--- src/rtl/alu_pkg.sv ---
// alu_pkg: shared definitions for the ALU sharing controller.
//   - ALUOp encodings driven onto the shared ALU (NOP is the idle op).
//   - FSM state encoding for alu_share_ctrl.
//   - Requester port identifier (port 0 = execute, port 1 = address unit).
package alu_pkg;

   localparam logic [4:0] OP_NOP   = 5'b00000;
   localparam logic [4:0] OP_LUI   = 5'b00001;
   localparam logic [4:0] OP_AUIPC = 5'b00010;
   localparam logic [4:0] OP_ADD   = 5'b00011;

   typedef enum logic [1:0] {
      StIdle,
      StExec,
      StResp
   } state_e;

   typedef logic port_id_t;

endpackage

--- src/rtl/rr_arb2.sv ---
// rr_arb2: two-way round-robin grant.
// Ports:
//   clk, rstn    clock, asynchronous active-low reset
//   en           arbitration allowed this cycle (grants are forced low otherwise)
//   req0, req1   request valids
//   gnt0, gnt1   combinational grants, at most one high; a grant is an accept
// The pointer names the port preferred on contention and moves to the other
// port whenever a grant is issued. A lone requester wins regardless of it.
module rr_arb2
   import alu_pkg::*;
(
   input  logic clk,
   input  logic rstn,
   input  logic en,
   input  logic req0,
   input  logic req1,
   output logic gnt0,
   output logic gnt1
);

   port_id_t rr_ptr_q, rr_ptr_d;

   always_comb begin
      gnt0     = en && req0 && (!req1 || (rr_ptr_q == 1'b0));
      gnt1     = en && req1 && (!req0 || (rr_ptr_q == 1'b1));
      rr_ptr_d = rr_ptr_q;
      if (gnt0) begin
         rr_ptr_d = 1'b1;
      end else if (gnt1) begin
         rr_ptr_d = 1'b0;
      end
   end

   always_ff @(posedge clk or negedge rstn) begin
      if (!rstn) begin
         rr_ptr_q <= 1'b0;
      end else begin
         rr_ptr_q <= rr_ptr_d;
      end
   end

endmodule

--- src/rtl/alu_share_ctrl.sv ---
// alu_share_ctrl: shares one ALU between two valid/ready requesters.
// Ports:
//   clk, rstn                         clock, asynchronous active-low reset
//   reqN_valid/ready/op/a/b           request channel of port N (N = 0, 1)
//   respN_valid/ready/c/zero          response channel of port N
//   alu_a, alu_b, alu_op              registered operands/op to the ALU
//   alu_c, alu_zero                   ALU result; only alu_zero[0] is used
//   ops_cnt                           completed response handshakes, wraps
// Flow: accept (IDLE) -> hold operands EXEC_CYCLES cycles (EXEC) -> capture
// C/Zero and present on the owner's response channel until consumed (RESP).
module alu_share_ctrl
   import alu_pkg::*;
#(
   parameter int unsigned EXEC_CYCLES = 1,
   parameter int unsigned CNT_W       = 16
) (
   input  logic             clk,
   input  logic             rstn,
   input  logic             req0_valid,
   output logic             req0_ready,
   input  logic [4:0]       req0_op,
   input  logic [31:0]      req0_a,
   input  logic [31:0]      req0_b,
   input  logic             req1_valid,
   output logic             req1_ready,
   input  logic [4:0]       req1_op,
   input  logic [31:0]      req1_a,
   input  logic [31:0]      req1_b,
   output logic             resp0_valid,
   input  logic             resp0_ready,
   output logic [31:0]      resp0_c,
   output logic             resp0_zero,
   output logic             resp1_valid,
   input  logic             resp1_ready,
   output logic [31:0]      resp1_c,
   output logic             resp1_zero,
   output logic [31:0]      alu_a,
   output logic [31:0]      alu_b,
   output logic [4:0]       alu_op,
   input  logic [31:0]      alu_c,
   input  logic [7:0]       alu_zero,
   output logic [CNT_W-1:0] ops_cnt
);

   localparam logic [3:0] EXEC_LAST = 4'(EXEC_CYCLES - 1);

   state_e           state_q, state_d;
   port_id_t         owner_q, owner_d;
   logic [3:0]       exec_cnt_q, exec_cnt_d;
   logic [31:0]      alu_a_q, alu_a_d, alu_b_q, alu_b_d;
   logic [4:0]       alu_op_q, alu_op_d;
   logic [31:0]      resp0_c_q, resp0_c_d, resp1_c_q, resp1_c_d;
   logic             resp0_zero_q, resp0_zero_d, resp1_zero_q, resp1_zero_d;
   logic [CNT_W-1:0] ops_cnt_q, ops_cnt_d;

   logic gnt0, gnt1, accept, resp_hs;

   // Zero flag upper bits carry nothing for this controller.
   logic unused_zero_hi;
   assign unused_zero_hi = ^alu_zero[7:1];

   // rstn gates the enable so readies stay low throughout reset.
   rr_arb2 u_arb (
      .clk  (clk),
      .rstn (rstn),
      .en   (rstn && (state_q == StIdle)),
      .req0 (req0_valid),
      .req1 (req1_valid),
      .gnt0 (gnt0),
      .gnt1 (gnt1)
   );

   assign accept  = gnt0 || gnt1;
   assign resp_hs = (state_q == StResp) && (owner_q ? resp1_ready : resp0_ready);

   always_comb begin
      state_d      = state_q;
      owner_d      = owner_q;
      exec_cnt_d   = exec_cnt_q;
      alu_a_d      = alu_a_q;
      alu_b_d      = alu_b_q;
      alu_op_d     = alu_op_q;
      resp0_c_d    = resp0_c_q;
      resp0_zero_d = resp0_zero_q;
      resp1_c_d    = resp1_c_q;
      resp1_zero_d = resp1_zero_q;
      ops_cnt_d    = ops_cnt_q;
      unique case (state_q)
         StIdle: begin
            if (accept) begin
               state_d    = StExec;
               owner_d    = gnt1;
               exec_cnt_d = 4'd0;
               alu_op_d   = gnt1 ? req1_op : req0_op;
               alu_a_d    = gnt1 ? req1_a : req0_a;
               alu_b_d    = gnt1 ? req1_b : req0_b;
            end
         end
         StExec: begin
            exec_cnt_d = exec_cnt_q + 4'd1;
            if (exec_cnt_q == EXEC_LAST) begin
               state_d  = StResp;
               alu_op_d = OP_NOP;
               if (owner_q) begin
                  resp1_c_d    = alu_c;
                  resp1_zero_d = alu_zero[0];
               end else begin
                  resp0_c_d    = alu_c;
                  resp0_zero_d = alu_zero[0];
               end
            end
         end
         StResp: begin
            if (resp_hs) begin
               state_d   = StIdle;
               ops_cnt_d = ops_cnt_q + CNT_W'(1);
            end
         end
         default: state_d = StIdle;
      endcase
   end

   always_ff @(posedge clk or negedge rstn) begin
      if (!rstn) begin
         state_q      <= StIdle;
         owner_q      <= 1'b0;
         exec_cnt_q   <= 4'd0;
         alu_a_q      <= 32'd0;
         alu_b_q      <= 32'd0;
         alu_op_q     <= OP_NOP;
         resp0_c_q    <= 32'd0;
         resp0_zero_q <= 1'b0;
         resp1_c_q    <= 32'd0;
         resp1_zero_q <= 1'b0;
         ops_cnt_q    <= '0;
      end else begin
         state_q      <= state_d;
         owner_q      <= owner_d;
         exec_cnt_q   <= exec_cnt_d;
         alu_a_q      <= alu_a_d;
         alu_b_q      <= alu_b_d;
         alu_op_q     <= alu_op_d;
         resp0_c_q    <= resp0_c_d;
         resp0_zero_q <= resp0_zero_d;
         resp1_c_q    <= resp1_c_d;
         resp1_zero_q <= resp1_zero_d;
         ops_cnt_q    <= ops_cnt_d;
      end
   end

   assign req0_ready  = gnt0;
   assign req1_ready  = gnt1;
   assign resp0_valid = (state_q == StResp) && !owner_q;
   assign resp1_valid = (state_q == StResp) && owner_q;
   assign resp0_c     = resp0_c_q;
   assign resp0_zero  = resp0_zero_q;
   assign resp1_c     = resp1_c_q;
   assign resp1_zero  = resp1_zero_q;
   assign alu_a       = alu_a_q;
   assign alu_b       = alu_b_q;
   assign alu_op      = alu_op_q;
   assign ops_cnt     = ops_cnt_q;

endmodule

--- config.mk ---
export PLATFORM = sky130hd
export DESIGN_NAME = alu_share_ctrl
export DESIGN_NICKNAME = d
export VERILOG_FILES = /design/src/rtl/alu_pkg.sv /design/src/rtl/rr_arb2.sv /design/src/rtl/alu_share_ctrl.sv
export SDC_FILE = /design/constraint.sdc
export NUM_CORES = 1
export LEC_CHECK = 0
export ABC_AREA = 1
export CAP_MARGIN = 10
export CORE_MARGIN = 2
export CORE_UTILIZATION = 42
export CTS_CLUSTER_DIAMETER = 200
export DETAILED_ROUTE_END_ITERATION = 6
export GPL_ROUTABILITY_DRIVEN = 0
export PLACE_DENSITY = 0.81
export SLEW_MARGIN = 20
export SYNTH_ARGS = -nofsm -noshare
export SYNTH_HDL_FRONTEND = slang
export SYNTH_SLANG_ARGS = --single-unit
--- constraint.sdc ---
create_clock -name clk -period 1.9 [get_ports clk]
set_input_delay 0.285 -clock clk [delete_from_list [all_inputs] [get_ports clk]]
set_output_delay 0.285 -clock clk [all_outputs]
set_load 0.02 [all_outputs]
==> run metrics <==
Final Hold Viols 0; H-tree depth 4; Yosys top cell by area dfrtp_1; Final ANT Viol Nets 0; CP Buf/Inv Count 1; leakage power 0.00559 uW; Yosys Warn Count 0; fmax 0.561 GHz; clk_lat worst skew 420 ps; filler instances 1428; # IOs 339; total congestion overflow 0; Hold Path Class in -> async; most frequent cells in the layout 331 x nand2_1, 325 x clkdlybuf4s50_1, 159 x dfrtp_1, 107 x o21ai_0, 99 x inv_1; final worst setup slack 116 ps; Wirelength per Cell 14.8 um; FP Rows 48; Total Routing Usage GR 23.2%; Num Clock Sinks 159; Clock Skew 9.65 ps; via density per instance 4.83; die area 18500 um^2; CTS Buffer Depth 2; largest net degree at the start of global routing 160; Core Footprint 17200 um^2; Tmin final 1780 ps; outcome finished clean; Worst EP arrival 1500 ps; DRC 0; Tightest Pin Transition 898 ps; cells after synthesis 915; Setup violations, final 0; top cell type's share of synthesized area 54.3%; Final Max Slew Viols 0; Post-Syn Nets 1102; Port-buffer cells 331; Worst VDD drop 1.04 mV; ant diodes 0; Clk pin slew, worst setup/hold paths 70 ps; Chip Height 136 um; max incr delay on CP 640 ps; leading cell type in the layout, fill and taps excluded nand2_1; fin nets 1426; Pwr Density 1570 nW/um^2; routed via count 7136; R2R setup slack 150 ps; Crit Path Category reg -> out; capturing element type of the critical path primary output; synthesis-stage register bit count 159; Final period util 93.9%; Initial Utilization 42.7%; initial antenna violation count 0; fraction of layout cells with a size suffix above 1 6.15%; Worst slew margin 40.1%; Yosys cell types 26; first-iteration detailed-routing DRC count 377; worst slack, placed -162 ps; post-detail-place hpwl 15.6 mm; die width 136 um; RSZ-0062 raised after global routing false; cell chain of the critical path clkdlybuf4s50_1; startpoint types flop; vias in the first global route 6831; Required @ worst endpoint 1620 ps; global-route wire length before repair 34.0 mm; average size of a mapped cell 8.01 um^2; CTS root buf clkbuf_16; CP max FO 7; Cell Area, Synth 7330 um^2; CTS tree yes; largest cells by area after synthesis dfrtp_1 54%, nand2_1 17%, o21ai_0 7.3%, inv_1 5.1%, o21ai_1 4.1%; MaxCap Viol Count 0; critical path's top delay family buffers and inverters; Slowest-stage cell, CP clkdlybuf4s50_1; hold slack 2.56 ps; Seq/Total Area, Yosys 54.3%; DR pass1 iterations 4; CTS Buf Count 17; area delta synth->final 56.2%; Post-Route WL 21.8 mm
## cell usage after synthesis, drive strengths merged
| master | n |
|---|---|
| a21oi | 7 |
| buf | 31 |
| clkbuf | 18 |
| clkinv | 1 |
| dfrtp | 159 |
| ha | 3 |
| inv | 102 |
| nand2 | 336 |
| nand3 | 46 |
| nand3b | 1 |
| nand4 | 6 |
| nor2 | 22 |
| nor3 | 3 |
| o21ai | 172 |
| xnor2 | 1 |
| xor2 | 7 |
## cell type report
| class | instances | area, um^2 | share of cell area [%] |
|---|---|---|---|
| flip-flops and latches | 159 | 3980 | 34.7 |
| inverters | 103 | 389 | 3.40 |
| clock inverters | 14 | 154 | 1.34 |
| clock buffers | 18 | 439 | 3.83 |
| multi-input cells | 605 | 2710 | 23.6 |
| well taps | 225 | 282 | 2.46 |
| repair buffers | 353 | 3510 | 30.6 |
## state kept, by name, summed over array words and instances, names as in the netlist, 2 cells and up
signal      cells
state_q         2
alu_a          32
alu_op          5
ops_cnt        16
alu_b          32
resp1_c        32
exec_cnt_q      4
resp0_c        32
## routing by layer
metal  routed length (um)  part of all wire [%]  vias up  global-route usage [%]
met3                 1670                   7.6       52                    6.71
met4                  846                   3.9        0                    10.6
met5                    0                     0        -                       0
met2                10700                    49      240                    38.6
li1                     -                     -     3531                       -
met1                 8570                    39     3313                    27.8
## worst paths after layout
kind                        startpoint             end  cells past startpoint
max                         ops_cnt[9]      ops_cnt[9]                      1
min                               rstn      ops_cnt[6]                      2
max reg2reg                 state_q[1]        alu_a[9]                      7
min reg2reg                resp0_c[26]     resp0_c[26]                      2
max in group asynchronous         rstn       alu_b[12]                      2
min in group clk                  rstn  u_arb.rr_ptr_q                      6
## per-stage QoR
step	util (%)	total power [uW]	setup TNS (ps)	cell area [um^2]	std cells
2_1_floorplan	-	10200	0	7330	915
3_3_place_gp	63.2	14400	-2470	10900	1444
3_5_place_dp	63.2	14600	-3480	10900	1444
4_1_cts	66.7	18200	-178	11500	1477
5_1_grt	66.7	19100	0	11500	1477
6_report	66.7	18000	0	11500	1477
## power breakdown
part	internal, uW	switching, uW
combinational	3860	4930
clock	2000	1450
sequential	4920	864
total	10800	7250
## cell families after synthesis
| kind of cell | count (synthesis) | synth area share [%] |
|---|---|---|
| buffers and inverters | 152 | 9.08 |
| xor gates and xnor gates | 8 | 0.956 |
| DFF | 159 | 54.3 |
| adders and majority gates | 3 | 0.512 |
| AOI/OAI and AO/OA | 179 | 12.5 |
| and+or+nand+nor | 414 | 22.7 |
## timing repair
action / CTS / global route
cloned: 1 / 0
setup endpoints to repair: 20 / 55
setup buffers: 0 / 0
hold buffers: 0 / 0
resized for setup: 8 / 12
pin swaps: 1 / 1
Note: power is estimated with default switching activity, not from simulation.
